$ cat src/rtl/serial_subtractor_n_if.sv
// rtl/serial_subtractor_n_if.sv - handshake and operand/result bundle for serial_subtractor_n
//
// Purpose: groups the start/busy/done handshake, the operands and the results
//          of the serial subtractor into one interface.
// Signals:
//   start      request from the controller
//   a, b, bin  minuend, subtrahend, borrow-in (latched by the subtractor on accept)
//   busy       operation in progress
//   done       one-cycle pulse when diff/bout/ovf become valid
//   diff       N-bit difference
//   bout       final borrow
//   ovf        signed overflow
//   zero       difference is zero (only with SERIAL_SUB_ZERO_FLAG_EN)
// Modports: master = controlling FSM, slave = subtractor.
// Optional feature macro: SERIAL_SUB_ZERO_FLAG_EN.

interface serial_subtractor_n_if #(
  parameter int N = 8
);
  logic         start;
  logic [N-1:0] a;
  logic [N-1:0] b;
  logic         bin;
  logic         busy;
  logic         done;
  logic [N-1:0] diff;
  logic         bout;
  logic         ovf;
`ifdef SERIAL_SUB_ZERO_FLAG_EN
  logic         zero;

  modport master (
    output start, a, b, bin,
    input  busy, done, diff, bout, ovf, zero
  );

  modport slave (
    input  start, a, b, bin,
    output busy, done, diff, bout, ovf, zero
  );
`else
  modport master (
    output start, a, b, bin,
    input  busy, done, diff, bout, ovf
  );

  modport slave (
    input  start, a, b, bin,
    output busy, done, diff, bout, ovf
  );
`endif
endinterface

$ cat src/rtl/serial_subtractor_n.sv
// rtl/serial_subtractor_n.sv - multi-cycle N-bit subtractor, W bits per clock with registered borrow
//
// Purpose: computes diff = a - b - bin (two's complement) one W-bit chunk per
//          clock, LSB chunk first, carrying the borrow between chunks in a
//          register. Run length L = N/W cycles; done pulses after edge L.
// Parameters:
//   N  operand/result width
//   W  bits per cycle, must divide N
// Ports:
//   clk  rising-edge clock
//   rst  synchronous active-high reset
//   bus  serial_subtractor_n_if.slave: start/a/b/bin in, busy/done/diff/bout/ovf out
// Optional feature macro: SERIAL_SUB_ZERO_FLAG_EN adds bus.zero, a registered
//   "difference is zero" flag delivered with done and held with diff.

module serial_subtractor_n #(
  parameter int N = 8,
  parameter int W = 1
) (
  input  logic                   clk,
  input  logic                   rst,
  serial_subtractor_n_if.slave   bus
);

  localparam int L  = (W > 0) ? (N / W) : 1;
  localparam int CW = (L > 1) ? $clog2(L) : 1;
  localparam int BW = (N > 1) ? $clog2(N) : 1;

  generate
    if ((W <= 0) || ((N % W) != 0)) begin : g_bad_w
      $error("serial_subtractor_n: W=%0d does not divide N=%0d", W, N);
    end
  endgenerate

  typedef enum logic [1:0] {
    IDLE = 2'd0,
    RUN  = 2'd1,
    DONE = 2'd2
  } state_t;

  state_t          state, state_n;
  logic [CW-1:0]   cnt, cnt_n;
  logic            borrow_r, borrow_n;
  logic [N-1:0]    a_r, a_n;
  logic [N-1:0]    b_r, b_n;
  logic [N-1:0]    diff_r, diff_n;
  logic            bout_r, bout_n;
  logic            ovf_r, ovf_n;
  logic            busy_r, busy_n;
  logic            done_r, done_n;
`ifdef SERIAL_SUB_ZERO_FLAG_EN
  logic            nz_r, nz_n;
  logic            zero_r, zero_n;
`endif

  logic [BW-1:0]   base;
  logic [W:0]      sub;

  always_ff @(posedge clk) begin
    if (rst) begin
      state    <= IDLE;
      cnt      <= '0;
      borrow_r <= 1'b0;
      a_r      <= '0;
      b_r      <= '0;
      diff_r   <= '0;
      bout_r   <= 1'b0;
      ovf_r    <= 1'b0;
      busy_r   <= 1'b0;
      done_r   <= 1'b0;
`ifdef SERIAL_SUB_ZERO_FLAG_EN
      nz_r     <= 1'b0;
      zero_r   <= 1'b0;
`endif
    end else begin
      state    <= state_n;
      cnt      <= cnt_n;
      borrow_r <= borrow_n;
      a_r      <= a_n;
      b_r      <= b_n;
      diff_r   <= diff_n;
      bout_r   <= bout_n;
      ovf_r    <= ovf_n;
      busy_r   <= busy_n;
      done_r   <= done_n;
`ifdef SERIAL_SUB_ZERO_FLAG_EN
      nz_r     <= nz_n;
      zero_r   <= zero_n;
`endif
    end
  end

  always_comb begin
    state_n  = state;
    cnt_n    = cnt;
    borrow_n = borrow_r;
    a_n      = a_r;
    b_n      = b_r;
    diff_n   = diff_r;
    bout_n   = bout_r;
    ovf_n    = ovf_r;
    busy_n   = busy_r;
    done_n   = 1'b0;
`ifdef SERIAL_SUB_ZERO_FLAG_EN
    nz_n     = nz_r;
    zero_n   = zero_r;
`endif

    // Bit offset of the current chunk; always below N, so BW bits suffice.
    base = BW'(cnt) * BW'(W);
    // One W-bit slice of the borrow chain; the extra MSB is the borrow out.
    sub  = {1'b0, a_r[base +: W]} - {1'b0, b_r[base +: W]} - {{W{1'b0}}, borrow_r};

    case (state)
      IDLE, DONE: begin
        if (bus.start) begin
          a_n      = bus.a;
          b_n      = bus.b;
          borrow_n = bus.bin;
          cnt_n    = '0;
          // A single-chunk run finishes on the next edge, so busy never rises.
          busy_n   = (L > 1);
`ifdef SERIAL_SUB_ZERO_FLAG_EN
          nz_n     = 1'b0;
`endif
          state_n  = RUN;
        end else begin
          state_n  = IDLE;
        end
      end

      RUN: begin
        diff_n[base +: W] = sub[W-1:0];
        borrow_n          = sub[W];
`ifdef SERIAL_SUB_ZERO_FLAG_EN
        nz_n              = nz_r | (|sub[W-1:0]);
`endif
        if (cnt == CW'(L - 1)) begin
          bout_n  = sub[W];
          // Overflow only when operand signs differ and the result sign
          // disagrees with the minuend.
          ovf_n   = (a_r[N-1] != b_r[N-1]) && (diff_n[N-1] != a_r[N-1]);
          busy_n  = 1'b0;
          done_n  = 1'b1;
`ifdef SERIAL_SUB_ZERO_FLAG_EN
          zero_n  = ~nz_n;
`endif
          state_n = DONE;
        end else begin
          cnt_n   = cnt + CW'(1);
        end
      end

      default: begin
        state_n = IDLE;
      end
    endcase
  end

  assign bus.busy = busy_r;
  assign bus.done = done_r;
  assign bus.diff = diff_r;
  assign bus.bout = bout_r;
  assign bus.ovf  = ovf_r;
`ifdef SERIAL_SUB_ZERO_FLAG_EN
  assign bus.zero = zero_r;
`endif

endmodule

$ cat src/flat_wrapper.sv
// flat-port wrapper written by rule: the top's interface ports become plain ports
module serial_subtractor_n_flat 
#(
  parameter int N = 8,
  parameter int W = 1
)
  (clk, rst, bus_start, bus_a, bus_b, bus_bin, bus_busy, bus_done, bus_diff, bus_bout, bus_ovf);
  serial_subtractor_n_if #(.N(N)) bus_i ();
  input  logic clk;
  input  logic rst;
  input wire logic [$bits(bus_i.start)-1:0] bus_start;
  input wire logic [$bits(bus_i.a)-1:0] bus_a;
  input wire logic [$bits(bus_i.b)-1:0] bus_b;
  input wire logic [$bits(bus_i.bin)-1:0] bus_bin;
  output wire logic [$bits(bus_i.busy)-1:0] bus_busy;
  output wire logic [$bits(bus_i.done)-1:0] bus_done;
  output wire logic [$bits(bus_i.diff)-1:0] bus_diff;
  output wire logic [$bits(bus_i.bout)-1:0] bus_bout;
  output wire logic [$bits(bus_i.ovf)-1:0] bus_ovf;
  assign bus_i.start = bus_start;
  assign bus_i.a = bus_a;
  assign bus_i.b = bus_b;
  assign bus_i.bin = bus_bin;
  assign bus_busy = bus_i.busy;
  assign bus_done = bus_i.done;
  assign bus_diff = bus_i.diff;
  assign bus_bout = bus_i.bout;
  assign bus_ovf = bus_i.ovf;
  serial_subtractor_n #(.N(N), .W(W)) u_core (.clk(clk), .rst(rst), .bus(bus_i));
endmodule
$ cat config.mk
export PLATFORM = sky130hd
export DESIGN_NAME = serial_subtractor_n_flat
export DESIGN_NICKNAME = d
export VERILOG_FILES = /design/src/rtl/serial_subtractor_n_if.sv /design/src/rtl/serial_subtractor_n.sv /design/src/flat_wrapper.sv
export SDC_FILE = /design/constraint.sdc
export NUM_CORES = 1
export LEC_CHECK = 0
export BUFFER_PORTS_ARGS = -buffer_cell sky130_fd_sc_hd__clkbuf_2
export CORE_MARGIN = 5
export CORE_UTILIZATION = 50
export DETAILED_ROUTE_END_ITERATION = 10
export PLACE_DENSITY = 0.72
export SLEW_MARGIN = 15
export SYNTH_ARGS = -nofsm -noshare
export SYNTH_HDL_FRONTEND = slang
export SYNTH_SLANG_ARGS = --single-unit
$ cat constraint.sdc
create_clock -name clk -period 4.4 [get_ports clk]
set_input_delay 0.66 -clock clk [delete_from_list [all_inputs] [get_ports clk]]
set_output_delay 0.66 -clock clk [all_outputs]
set_load 0.03 [all_outputs]
==> results of run 1 <==
through the flow:
stage | worst slack [ns] | total power, mW | util
5_1_grt | 1.156 | 0.6340 | 0.5919
2_1_floorplan | 1.841 | 0.4060 | -
3_3_place_gp | 1.541 | 0.4239 | 0.5724
4_1_cts | 1.373 | 0.6074 | 0.5919
6_report | 1.425 | 0.5998 | 0.5919
3_5_place_dp | 1.422 | 0.4281 | 0.5724
sequential cells by signal, indices dropped and copies added (netlist names):
signal / flops
u_core.bus.busy: 1
u_core.a_r: 8
u_core.b_r: 8
u_core.state: 2
u_core.borrow_r: 1
u_core.bus.bout: 1
u_core.bus.ovf: 1
u_core.bus.done: 1
u_core.bus.diff: 8
u_core.cnt: 3
layer usage:
metal / up-vias / GRT usage / wire length, um
li1: 682 / - / -
met1: 616 / 0.1975 / 1496
met2: 23 / 0.2871 / 1604
met3: 4 / 0.05059 / 142
met4: 0 / 0.06853 / 40
met5: - / 0 / 0
layout by cell type, fill, tap and decap left out:
cell type	n
nand2_1	42
dfxtp_1	34
clkbuf_2	31
a21oi_1	20
nor2_1	15
nand3_1	8
mux2i_1	7
ha_1	7
nor4b_1	6
nand2b_1	5
clkbuf_4	5
inv_1	4
mux4_2	3
nor2b_1	3
nor3_1	2
a311oi_1	2
o21ai_0	2
mux4_1	1
o31a_1	1
a31oi_1	1
nor3b_1	1
and2b_1	1
nand3b_4	1
o2111ai_1	1
or4b_1	1
a21o_1	1
nand4_1	1
nand3b_1	1
fa_1	1
clkbuf_1	1
clkbuf_8	1
clkinv_2	1
worst max-delay path, delay by kind of cell, from the launching register on:
family | cells | cell delay [ns]
adder cells (fa/ha/maj) | 1 | 0.49
AND/OR/NAND/NOR | 2 | 0.60
AO/OA/AOI/OAI | 1 | 0.28
multiplexers | 2 | 0.81
flip-flops | 1 | 0.70
layout make-up:
class	count	share of cell area
Multi-Input combinational cell	134	0.4698
Sequential cell	34	0.3736
Timing Repair Buffer	31	0.08516
Clock buffer	7	0.03022
Tap cell	44	0.03022
Inverter	4	0.008242
Clock inverter	1	0.002747
cell families (layout without fill, tap and decap cells):
logic type	after synthesis	count (layout)
compound gates	28	28
flops	34	34
simple gates	87	87
mux	11	11
buf+inv	15	43
fa+ha+maj	8	8
worst max-delay path by stage:
stage | slack (ns) | cells past startpoint | endpoint | from
5_1_grt | 1.16 | 6 | u_core.bus.diff[7] | u_core.cnt[0]
3_3_place_gp | 1.54 | 6 | u_core.bus.diff[7] | u_core.cnt[0]
6_report | 1.43 | 6 | u_core.bus.diff[7] | u_core.cnt[0]
4_1_cts | 1.37 | 6 | u_core.bus.diff[7] | u_core.cnt[0]
3_5_place_dp | 1.42 | 6 | u_core.bus.diff[7] | u_core.cnt[0]
2_1_floorplan | 1.84 | 7 | u_core.bus.diff[7] | u_core.cnt[0]
power groups by stage:
stage	clock [mW]	combinational, mW	sequential, mW
6_report	0.179	0.0854	0.335
5_1_grt	0.199	0.0966	0.338
4_1_cts	0.186	0.0860	0.336
3_5_place_dp	0	0.0854	0.343
3_3_place_gp	0	0.0820	0.342
2_1_floorplan	0	0.0648	0.341
==> metrics, run 1 <==
post-route design area=approximately 1800 um^2; CP Data Required Time=~4.6 ns; top-count cell post-synth=nand2_1; die area=between 4000 and 5000 um^2; DP Wirelength=roughly 2.4 mm; total negative setup slack=0 ns; Yosys top cell area share=0.4227; clk sinks=34; Synth top cells by count=42 x nand2_1, 34 x dfxtp_1, 20 x a21oi_1; Boundary Pins=32; register area share after synthesis=0.4227; Remaining Overflow, GRT=0; Fillers=302; Arr. time, crit path=between 3 and 4 ns; Layout area overhead=13.13%; min-delay worst type=register to register; hold path cells=2; IO buf count=31; clock power share=0.299; Initial Util=0.5232; final WL=between 3 and 4 mm; outcome=completed; Hold Buf Count CTS=0; Slew @ Worst Pin=approximately 0.68 ns; DR DRC count=0; startpoint types=register; core box area=between 3000 and 4000 um^2; post-synthesis register bit count=34; Routability Congestion=0.8079; Post-Synthesis Cells=183; CP max FO=14; Synth Area in Compound Gates=0.09868; DR vias/cell=5.196; Leakage=0.7955 nW; Post-CTS Setup Bufs=0; Row Count=20; dpl cell area=about 1800 um^2; pin count of the biggest net entering global routing=36; total number of vias=roughly 1,300; dpl cells=~250; Sw Ratio=0.2755; hold_sp=u_core.b_r[0]; f_max=336.1 MHz; Clk Latency, worst-skew pair=approximately 0.33 ns; H-tree levels=2; synth top area cells=dfxtp_1 42%, nand2_1 9.8%, a21oi_1 6.2%; Yosys top cell by area=dfxtp_1; Fin Hold WS=0.4629 ns; CTS tree=built; relative slew slack=0.5427; Sequential Area=680.7 um^2; Flop pwr share=0.559; adder and majority cell fraction of the synthesized area=0.06682; yosys warns=0; final net count=roughly 240; CTS root buf=clkbuf_4; final hold vios=0; wire per inst=about 13 um; Cell variety after synth=30; Iteration-0 DRC Markers=between 50 and 60; main combinational cell family by area after synthesis=simple AND/OR/NAND/NOR gates; Int Power=0.4346 mW; CP Class=register to register; slowest cell delay on critical path=roughly 0.7 ns; first-pass GRT wire length=about 5.7 mm; final std cells w/o fill=approximately 260; syn avg cell area=around 8.8 um^2; Final Cycle Share=0.6761; setup slack, reg-to-reg=1.43 ns; Post-DRT Antenna Nets=0; mux share of post-synthesis cell area=0.1018; min Tclk post-route=between 2 and 3 ns; Ant. Diodes=0; CP max-delay cell=dfxtp_1; Peak VDD IR=~0.21 mV; area of the multi-input gates=about 860 um^2; Synthesized Nets=211; unrepaired setup endpoints after global routing=no; P_sw=about 0.17 mW; clk buf depth=2; Post-synth top flop=dfxtp_1; crit end category=register; vias in the first global route=roughly 1,300; TritonRoute pass-1 iters=4; worst r2r path cells=6; Async SR Flop Fraction=0; GRT Util Overall=0.1693; reg2reg end=u_core.bus.diff[7]; share of layout cells above drive strength 1=0.1991; Slew Viols, Final=0; CP cell instances=mux4_1 -> mux2i_1 -> fa_1 -> nor4b_1 -> nand2b_1 -> a311oi_1; P per Cell Area=between 300 and 400 nW/um^2; Max-Cap Viols=0; mapped cell area=between 1500 and 2000 um^2; part of the power in combinational logic=0.142; clock buffer count from CTS=5; die height=between 60 and 70 um; EDFF count, synth=0; WHS Endpoint=u_core.b_r[0]; Layout Skew=between 0.006 and 0.007 ns; die width=~67 um; Post-Synth Simple-Gate Area=0.2642; post-CTS sizing=0; initial antenna violation count=0; setup violators final=0; reg-to-reg startpoint=u_core.cnt[0]; Reg clk slew, reported paths=roughly 0.1 ns; xor/xnor cell area share of the yosys netlist=0
(Power assumes the default switching activity.)
==> inputs of run 2 (changes only) <==
Settings changed: ABC_AREA from default to 1, CORE_UTILIZATION 50 to 49, PLACE_DENSITY 0.72 to 0.73.
Clock period 4.4 ns to 2.4 ns, I/O delays scaled along.
==> run 2 against run 1 <==
  * Die area increased by 4.5%
  * Via count increased by 12%
  * Count of clock-buffer cells in the layout unchanged
  * Highest routed layer unchanged
  * Largest cell class unchanged
  * Register-to-register slack got worse by 1.2 ns
  * Sequential power increased by 85%
  * Clock power increased by 130%
  * Fmax increased by 38%
  * Core utilization decreased by 0.87 points
==> metrics, run 2 <==
total negative setup slack=0 ns (unchanged); Post-synth top flop=dfxtp_1; Fin Hold WS=0.2319 ns (-0.2310 ns); Yosys top cell by area=dfxtp_1; yosys warns=0 (unchanged); main combinational cell family by area after synthesis=simple AND/OR/NAND/NOR gates; Arr. time, crit path=2.39 ns (-0.82 ns); crit-path leading delay family=simple AND/OR/NAND/NOR gates; Layout area overhead=16.19%; Post-Synth Simple-Gate Area=0.2937 (+0.02949); min-delay worst type=input pin to register; reg2reg end=u_core.bus.ovf; Leakage=0.8855 nW (+11%); clk sinks=34 (unchanged); Async SR Flop Fraction=0 (unchanged); met3 wire len=126 um (-11%); TritonRoute pass-1 iters=4 (unchanged); Hold Buf Count CTS=0 (unchanged); commonest non-fill, non-tap cell in the layout=nor2_1; met1 wire length=1.630 mm (+9.0%); CP Data Required Time=2.64 ns (-2.00 ns); CP max FO=7 (-7); total number of vias=1,488 (+12%); Critical Path Stages=13 (+7); worst r2r path cells=13 (+7); most frequent CP cell=nand2_1; DP Wirelength=2.553 mm (+5.4%); slowest cell delay on critical path=0.47 ns (-0.23 ns); DR DRC count=0 (unchanged); post-route design area=1931 um^2 (+6.0%); highest-count cells in the layout ignoring fill and taps=53 x nor2_1, 33 x dfxtp_1, 31 x clkbuf_2; synth top area cells=dfxtp_1 41%, nor2_1 12%, o21ai_0 8.1%; Post-DRT Antenna Nets=0 (unchanged); final net count=282 (+18%); clock buffer count from CTS=5 (unchanged); Synthesized Nets=247 (+17%); Slew @ Worst Pin=0.6281 ns (-0.05638 ns); die area=4655 um^2 (+4.5%); Boundary Pins=32 (unchanged); initial antenna violation count=0 (unchanged); Clk Latency, worst-skew pair=0.35 ns (+0.02 ns); Slew Viols, Final=0 (unchanged); CTS tree=built; Row Count=21 (+5.0%); H-tree levels=2 (unchanged); final core occ=0.5831 (-0.008726); startpoint types=register; Peak VDD IR=0.3361 mV (+61%); Max-Cap Viols=0 (unchanged); GRT Util Overall=0.1752 (+0.005934); P per Cell Area=656.2 nW/um^2 (+99%); final WL=3.424 mm (+4.3%); Post-Synthesis Cells=219 (+20%); Critical Path Sink=u_core.bus.ovf; relative slew slack=0.5787 (+0.03594); Routability Congestion=0.8557 (+5.9%); Remaining Overflow, GRT=0 (unchanged); crit end category=register; Synth top cells by count=54 x nor2_1, 34 x dfxtp_1, 27 x o21ai_0; Fillers=351 (+16%); f_max=465.1 MHz (+38%); mux share of post-synthesis cell area=0 (-0.1018); register area share after synthesis=0.4096 (-0.01305); wire per inst=11.38 um (-12%); pre-CTS WS=0.1680 ns (-1.254 ns); Yosys top cell area share=0.4096 (-0.01305); Worst Setup Slack, final=0.2499 ns (-1.175 ns); top-count cell post-synth=nor2_1; pin count of the biggest net entering global routing=29 (-19%); xor/xnor cell area share of the yosys netlist=0 (unchanged); EDFF count, synth=0 (unchanged); Ant. Diodes=0 (unchanged); min Tclk post-route=2.150 ns (-0.8248 ns); vias in the first global route=1,463 (+11%); worst path buffer plus inverter count=0 (unchanged); DR vias/cell=4.944 (-4.9%); CP cell instances=o21ai_0 -> o22ai_1 -> nor2_1 -> nor2_1 -> fa_1 -> nor2_2 -> nand3_1 -> nand3_1 -> nand2_1 -> nand2_1 -> nand2_1 -> nand2_1 -> nand2_1; mapped cell area=1662 um^2 (+3.2%); clk buf depth=2 (unchanged); crit path from=u_core.cnt[1]; IO buf count=31 (unchanged); CTS root buf=clkbuf_4; core box area=3311 um^2 (+7.6%); die height=68.23 um (+2.2%); top sig layer=met4; share of layout cells above drive strength 1=0.2078 (+0.008791); outcome=completed; dpl cells=293 (+19%); Layout Skew=0.009307 ns (+0.002989 ns); setup slack, reg-to-reg=0.25 ns (-1.18 ns); Iteration-0 DRC Markers=96 (+66%); reg-to-reg startpoint=u_core.cnt[1]; Cell variety after synth=28 (-6.7%); dpl cell area=1848 um^2 (+4.9%); Final Cycle Share=0.8959 (+0.2198); post-synthesis register bit count=34 (unchanged); setup violators final=0 (unchanged); syn avg cell area=7.587 um^2 (-14%); Reg clk slew, reported paths=0.10 ns (about the same); routed wl met2=1.608 mm (+0.25%); final hold vios=0 (unchanged); CP Class=register to register; Total Power=1.267 mW (+110%); die width=68.23 um (+2.2%); Synth Area in Compound Gates=0.1476 (+0.04891); Initial Util=0.5019 (-0.02128); final std cells w/o fill=301 (+18%); first-pass GRT wire length=6.113 mm (+8.0%); CP max-delay cell=dfxtp_1; adder and majority cell fraction of the synthesized area=0.06476 (-0.002063)
## run 2: changes by cell type after synthesis, sizes merged, moves of 6 or more
cell   change
nor2      +41
o21ai     +28
nand2     -19
inv       +14
a21oi      -7
mux2i      -7
nor4b      -6
## run 2: how the worst min path moves through the flow
| stage | cells past startpoint | endpoint | startpoint | slack (ns) |
|---|---|---|---|---|
| floorplan | 1 | u_core.cnt[1] | rst | 0.43 |
| global placement | 2 | u_core.bus.diff[6] | u_core.bus.diff[6] | 0.44 |
| detailed placement | 2 | u_core.bus.diff[6] | u_core.bus.diff[6] | 0.44 |
| CTS | 3 | u_core.b_r[3] | bus_b[3] | 0.23 |
| global route | 3 | u_core.a_r[1] | bus_a[1] | 0.23 |
| finish | 3 | u_core.b_r[3] | bus_b[3] | 0.23 |
## run 2: report_power, final
group | internal, mW | switching [mW] | total [mW]
Sequential | 0.598 | 0.0230 | 0.621
Combinational | 0.0883 | 0.147 | 0.235
Clock | 0.221 | 0.190 | 0.411
## run 2: per-layer routing
layer	up-vias	GRT usage
met4	0	0.07444
met3	5	0.04926
met5	-	0
li1	794	-
met2	24	0.2876
met1	665	0.2136
## run 2: cell families after synthesis
family | Yosys count
fa+ha+maj | 8
buf+inv | 27
flops | 34
compound gates | 47
simple gates | 103
## run 2: repair_timing
| action | in CTS | in global routing |
|---|---|---|
| gates resized for setup | 0 | 3 |
| setup endpoints to repair | 0 | 4 |
| setup buffers | 0 | 0 |
| endpoints found under the hold margin | 0 | 0 |
## run 2: area by class of cell
type	instances	area [um^2]	area share
inverters	19	76.32	0.03953
clock buffers	7	45.04	0.02333
clock inverters	1	30.03	0.01555
flip-flops and latches	34	681.9	0.3532
multi-input cells	158	843.3	0.4368
well taps	46	57.56	0.02981
repair buffers	36	196.4	0.1017
## run 2: worst reg2reg max path, stage by stage, from the launching register on
cell     delay (ns)
dfxtp_1        0.47
o21ai_0        0.13
o22ai_1        0.17
nor2_1         0.06
nor2_1         0.15
fa_1           0.47
nor2_2         0.14
nand3_1        0.10
nand3_1        0.10
nand2_1        0.07
nand2_1        0.06
nand2_1        0.05
nand2_1        0.05
nand2_1        0.04
